File: src/rtl/seq_controller.sv
// Moore control FSM for the simple RISC datapath: fetch, decode, execute, memory, writeback.
// Optional macro SEQ_HALT_INSTR_EN adds a HALT instruction (opcode 111) that sticks until reset.
module seq_controller (
  input  logic       clk,
  input  logic       reset,
  input  logic [2:0] opcode,
  input  logic [1:0] op,
  output logic       loadPC,
  output logic       loadIR,
  output logic       msel,
  output logic       mwrite,
  output logic       write,
  output logic       asel,
  output logic       bsel,
  output logic       loada,
  output logic       loadb,
  output logic       loadc,
  output logic       loads,
  output logic [3:0] vsel,
  output logic [2:0] nsel,
  output logic       halted
);

  localparam logic [3:0] S_RESET = 4'd0;
  localparam logic [3:0] S_IF1   = 4'd1;
  localparam logic [3:0] S_IF2   = 4'd2;
  localparam logic [3:0] S_UPD   = 4'd3;
  localparam logic [3:0] S_DEC   = 4'd4;
  localparam logic [3:0] S_WIMM  = 4'd5;
  localparam logic [3:0] S_GETA  = 4'd6;
  localparam logic [3:0] S_GETB  = 4'd7;
  localparam logic [3:0] S_EXEC  = 4'd8;
  localparam logic [3:0] S_WBC   = 4'd9;
  localparam logic [3:0] S_ADDR  = 4'd10;
  localparam logic [3:0] S_MRD   = 4'd11;
  localparam logic [3:0] S_LDWB  = 4'd12;
  localparam logic [3:0] S_MWR   = 4'd13;
`ifdef SEQ_HALT_INSTR_EN
  localparam logic [3:0] S_HALT  = 4'd14;
`endif

  logic [3:0] state, nxt;
  logic       is_movr, is_cmp, is_str, is_mem;
  logic [4:0] ir_op;

  assign ir_op = {opcode, op};

  always_ff @(posedge clk or posedge reset) begin
    if (reset) state <= S_RESET;
    else       state <= nxt;
  end

  // Instruction class is captured in DEC so IR changes later are ignored
  always_ff @(posedge clk or posedge reset) begin
    if (reset) begin
      is_movr <= 1'b0;
      is_cmp  <= 1'b0;
      is_str  <= 1'b0;
      is_mem  <= 1'b0;
    end else if (state == S_DEC) begin
      is_movr <= (ir_op == 5'b110_00);
      is_cmp  <= (ir_op == 5'b101_01);
      is_str  <= (ir_op == 5'b100_00);
      is_mem  <= (ir_op == 5'b100_00) || (ir_op == 5'b011_00);
    end
  end

  always_comb begin
    nxt = state;
    case (state)
      S_RESET: nxt = S_IF1;
      S_IF1:   nxt = S_IF2;
      S_IF2:   nxt = S_UPD;
      S_UPD:   nxt = S_DEC;
      S_DEC: begin
        case (ir_op)
          5'b110_10: nxt = S_WIMM;
          5'b110_00: nxt = S_GETB;
          5'b101_00,
          5'b101_01,
          5'b101_10,
          5'b101_11: nxt = S_GETA;
          5'b011_00,
          5'b100_00: nxt = S_GETA;
          default:   nxt = S_IF1;
        endcase
`ifdef SEQ_HALT_INSTR_EN
        if (opcode == 3'b111) nxt = S_HALT;
`endif
      end
      S_WIMM:  nxt = S_IF1;
      S_GETA:  nxt = is_mem ? S_ADDR : S_GETB;
      S_GETB:  nxt = is_str ? S_MWR : S_EXEC;
      S_EXEC:  nxt = is_cmp ? S_IF1 : S_WBC;
      S_WBC:   nxt = S_IF1;
      S_ADDR:  nxt = is_str ? S_GETB : S_MRD;
      S_MRD:   nxt = S_LDWB;
      S_LDWB:  nxt = S_IF1;
      S_MWR:   nxt = S_IF1;
`ifdef SEQ_HALT_INSTR_EN
      S_HALT:  nxt = S_HALT;
`endif
      default: nxt = S_RESET;
    endcase
  end

  always_comb begin
    loadPC = 1'b0;
    loadIR = 1'b0;
    msel   = 1'b0;
    mwrite = 1'b0;
    write  = 1'b0;
    asel   = 1'b0;
    bsel   = 1'b0;
    loada  = 1'b0;
    loadb  = 1'b0;
    loadc  = 1'b0;
    loads  = 1'b0;
    vsel   = 4'b0000;
    nsel   = 3'b000;
    case (state)
      S_IF2:  loadIR = 1'b1;
      S_UPD:  loadPC = 1'b1;
      S_WIMM: begin
        nsel  = 3'b100;
        vsel  = 4'b0100;
        write = 1'b1;
      end
      S_GETA: begin
        nsel  = 3'b100;
        loada = 1'b1;
      end
      S_GETB: begin
        nsel  = is_str ? 3'b010 : 3'b001;
        loadb = 1'b1;
      end
      S_EXEC: begin
        asel  = is_movr;
        loadc = 1'b1;
        loads = is_cmp;
      end
      S_WBC: begin
        nsel  = 3'b010;
        vsel  = 4'b0001;
        write = 1'b1;
      end
      S_ADDR: begin
        bsel  = 1'b1;
        loadc = 1'b1;
      end
      S_MRD:  msel = 1'b1;
      S_LDWB: begin
        msel  = 1'b1;
        nsel  = 3'b010;
        vsel  = 4'b1000;
        write = 1'b1;
      end
      S_MWR: begin
        msel   = 1'b1;
        mwrite = 1'b1;
      end
      default: ;
    endcase
  end

`ifdef SEQ_HALT_INSTR_EN
  assign halted = (state == S_HALT);
`else
  assign halted = 1'b0;
`endif

endmodule

File: config.mk
export PLATFORM = sky130hd
export DESIGN_NAME = seq_controller
export DESIGN_NICKNAME = d
export VERILOG_FILES = /design/src/rtl/seq_controller.sv
export SDC_FILE = /design/constraint.sdc
export NUM_CORES = 1
export LEC_CHECK = 0
export CAP_MARGIN = 10
export CORE_MARGIN = 2
export CORE_UTILIZATION = 47
export DETAILED_ROUTE_END_ITERATION = 10
export GPL_TIMING_DRIVEN = 0
export HOLD_SLACK_MARGIN = 0.02
export PLACE_DENSITY = 0.85
export SETUP_SLACK_MARGIN = 0.05
export SLEW_MARGIN = 30
export SYNTH_ARGS = -nofsm -noshare
export SYNTH_HDL_FRONTEND = slang
export SYNTH_SLANG_ARGS = --single-unit
File: constraint.sdc
create_clock -name clk -period 2.1 [get_ports clk]
set_clock_uncertainty 0.15 [all_clocks]
set_input_delay 0.21 -clock clk [delete_from_list [all_inputs] [get_ports clk]]
set_output_delay 0.21 -clock clk [all_outputs]
set_load 0.01 [all_outputs]
Word-level counts from Yosys, hierarchy flattened. Memory sizes are Yosys's and may differ from the RTL's. Cells that the tools add are included.

Bits in latches: 0. Register bits after elaboration: 8. Memory bits (writable): 0. Output and inout bits: 19. Word-level logic and storage cells: 50. Memory bits (read-only): 96. Memories: 1. Bits of input ports: 7.

Memories: (no name shown) (words 32, bits a word 3, rd ports 1, clocked after Yosys merged registers in 0, write ports 0, line 76) `case (ir_op)`.

Mux-type cells: 19. $mul: 0. Divide/modulo/power cells: 0. Shift operators: 0. $lt $le $gt $ge: 0. Bitwise gates (word level): 0. Equal/unequal tests: 17. Add/subtract/negate cells: 0. Reduce and logical (&&, ||, !) cells: 8.

Operators with widths (count): case mux 4 bit (10 select lines) (1); equality test 4 bit, second input constant (6); equality test 4 x 3 -> 1 bit, second input constant (4); equality test 5 bit, second input constant (3); 2-to-1 mux 4 bit (3); case mux 4 bit (3 select lines) (1); 2-to-1 mux 1 bit (11); case mux 3 bit (3 select lines) (1); equality test 4 x 2 -> 1 bit, second input constant (2); OR reduction 2 bit (3); OR reduction 3 bit (2); equality test 5 x 4 -> 1 bit, second input constant (1); OR reduction 5 bit (1); equality test 4 x 1 -> 1 bit, second input constant (1); logical NOT 4 bit (1); 2-to-1 mux 3 bit (1); 2-to-1 mux 2 bit (1); logical OR 1 bit (1).

Depth between registers and ports, before layout.
Depth in word-level cells: 3. Gate-level depth with buffers: 6. Mapped depth without buffers: 4.

Worst setup path before layout. Ideal clock, no wire load.

Path type: register to output. Start point: register state[3]. End point: output write. Required time: 1740 ps. Stages on the path, launching flop included: 5. Path buffers: 2. Arrival: 1158 ps. Setup slack: 582 ps. Cell sequence: dfrtp_1 buf_2 buf_2 xnor2_1 a211oi_1.

Cells in the longest elaborated chain, start to end: 3. Elaborated cells between the ends (all ways): 5.

Ends and longest elaborated chain: start: declaration (line 42) `logic [3:0] state, nxt;`; start signal: assignment (line 50) `else state <= nxt;`; equality test 4 bit or equality test 4 x 3 -> 1 bit (tied branches) (line 121) `case (state)`; OR reduction 3 bit (no line) (*); 2-to-1 mux 1 bit (*) (line 121); end: declaration (line 12) `output logic write,`.

Every way passes the cells marked *; elsewhere a longest branch is shown, timed or not.

Worst setup path in the final report.
Start point: register state[3]. End point: output vsel[2].

Cells in the longest elaborated chain, start to end: 2. Elaborated cells between the ends (all ways): 4.

Ends and longest elaborated chain: equality test 4 bit or equality test 4 x 3 -> 1 bit (tied branches) (line 121); case mux 4 bit (3 select lines) (*) (line 121); end: declaration (line 19) `output logic [3:0] vsel,`.

Marked as above.

==> results.tsv <==
stage	metric	value	unit
status	outcome	finished, final reports clean	
synth	syn_area_per_cell	7.62	µm²
timing	Final Setup Violations	0	
cells_and_area	Nets	136	
worst_setup_path	Worst setup SP type	register	
worst_setup_path	FF-to-FF setup slack	530	ps
clock_tree	cts bufs inserted	3	
synth	Syn Std Cell Area	747	µm²
routing	vias per std cell	5.63	
power	PwrDens	1130	nW/µm²
job	MaxCap Viol Count	0	
die	row cnt	14	
power	Lkg Pwr	0.612	nW
worst_setup_path	Setup crit end kind	output pin	
synth	Yosys warning count	0	
global_routing	total track usage	0.208	
cells_and_area	most frequent cells in the layout	14 x nor2_1, 10 x nand2_1, 10 x dlygate4sd2_1, 8 x a21oi_1	
cells_and_area	antenna cells	0	
synth	Most used DFF post-synth	dfrtp_1	
clock_tree	worst skew pair latency	260	ps
timing	max-slew violation count	0	
worst_setup_path	CP required	1740	ps
die	Die X	43.9	µm
clock_tree	CTS tree	done	
synth	asr flop ratio synth	1.00	
synth	leading area contributor after synthesis	dfrtp_1	
synth	EDFF count, synth	0	
routing	drt first pass iters	4	
routing	DR WL met3	120	µm
timing	FMAX	498	MHz
cells_and_area	end-of-flow core utilization	0.713	
synth	sequential share of the synthesized area	0.268	
placement	DP HPWL	1400	µm
synth	Synth Instances	98	
synth	synth unique cells	35	
synth	Synth area leaders	dfrtp_1 27%, nor2_1 7.5%, a21oi_1 5.4%	
clock_tree	CTS Hold Buffers Added	0	
timing	crit share post-route	0.956	
worst_setup_path	Setup CP Type	reg2out	
synth	synthesis-stage register bit count	8	
placement	routability cong.	0.772	
power	total power	1.22	mW
worst_setup_path	crit path DAT	1650	ps
cells_and_area	share of cells above drive strength 1	0.189	
timing	RSZ-0062 raised after global routing	no	
routing	DR WL met2	1050	µm
clock_tree	clock sinks	8	
hold_path	worst hold path class	in2async	
routing	Starting DRT DRC Count	18	
clock_tree	Clk pin slew, worst setup/hold paths	50	ps
routing	vias	805	
placement	IO buf count	23	
global_routing	largest net degree at the start of global routing	11	
die	core box area	1510	µm²
global_routing	initial antenna violation count	0	
clock_tree	Root Driver	clkbuf_4	
routing	Post-route DRC	0	
cells_and_area	commonest non-fill, non-tap cell in the layout	nor2_1	
global_routing	vias in the first global route	710	
cells_and_area	Area Overhead vs Synth	43.9	%
routing	Highest Signal Layer	met4	
die	Initial Utilization	0.496	
timing	Fin. Hold Viols	0	
die	height of the die	43.9	µm
timing	Setup TNS Final	0	ps
timing	final critical path time including I/O delays and setup	2010	ps
global_routing	total gr overflow	0	
synth	top-area cell type share of the netlist area	0.268	
routing	M1 WL	701	µm
routing	WL final	1880	µm
global_routing	first-pass GRT wire length	3050	µm
routing	antenna-violating nets left	0	
die	# IOs	26	
clock_tree	clock buffer depth	2	
routing	routed len/inst	13.2	µm
power	Worst VDD drop	791	µV
die	die area	1920	µm²
worst_setup_path	crit-path max FO	9	
clock_tree	CTS H-tree depth	1	
==> what timing repair did <==
item,4_1_cts,5_1_grt
endpoints found under the setup margin,16,7
pin swaps,1,1
setup buffers,1,1
gates resized for setup,18,10
==> layout make-up <==
cell class,instances,area [µm²]
multi-input cells,79,504
fillers,146,432
repair buffers,25,248
flip-flops and latches,8,201
plain buffers,8,63.8
clock buffers,3,22.5
well taps,16,20.0
inverters,4,15.0
==> synth_stat cells, drive strengths merged (2+ instances only) <==
library cell / count
inv: 4
nand2: 11
and2b: 2
o41ai: 2
o31ai: 2
dfrtp: 8
nor2: 16
o21ai: 6
nor2b: 4
o221ai: 2
a21oi: 8
buf: 7
nand2b: 5
nor3: 5
and3: 2
==> through the flow <==
step | hold WS [ps] | setup WS (ps) | cell area (µm²) | std cells
final | 47.2 | 92.4 | 1070 | 143
after global routing | 86.8 | 30.7 | 1070 | 143
after CTS | 58.4 | 56.2 | 1040 | 142
after detailed placement | 317 | 96.3 | 1000 | 138
after global placement | 305 | 121 | 1000 | 138
after floorplan | -124 | 582 | 751 | 99
==> where the power goes <==
group	internal, mW	switching, mW
combinational	0.375	0.445
clock	0.0654	0.0530
sequential	0.221	0.0578
==> critical path, stage by stage, from the launching register on <==
cell and delay, ps:
dfrtp_1 360, buf_4 170, nand2b_2 220, nor2_1 110, clkdlybuf4s50_1 530
==> flip-flops by register name, indices dropped and copies added (netlist names) <==
register	cells
is_movr	1
is_str	1
state	4
is_cmp	1
is_mem	1
==> final timing paths <==
kind                       cells after the start      from       end
max                                            4  state[3]   vsel[2]
min in group clk                               1    is_cmp  state[3]
min                                            2     reset  state[1]
max reg2reg                                    6  state[0]    is_cmp
min reg2reg                                    1    is_cmp  state[3]
max in group asynchronous                      2     reset  state[2]
==> cells by family after synthesis <==
| logic type | share of synthesized area |
|---|---|
| DFF | 0.268 |
| other | 0.00502 |
| AOI/OAI and AO/OA | 0.283 |
| xor gates and xnor gates | 0.0235 |
| buffers and inverters | 0.0871 |
| and+or+nand+nor | 0.320 |
| muxes | 0.0134 |
==> routing by layer <==
| metal | vias up | GRT usage |
|---|---|---|
| li1 | 397 | - |
| met1 | 374 | 0.238 |
| met2 | 32 | 0.400 |
| met3 | 2 | 0.0250 |
| met4 | 0 | 0.0545 |
| met5 | - | 0 |
No activity file was read; power rests on OpenSTA's default activity.
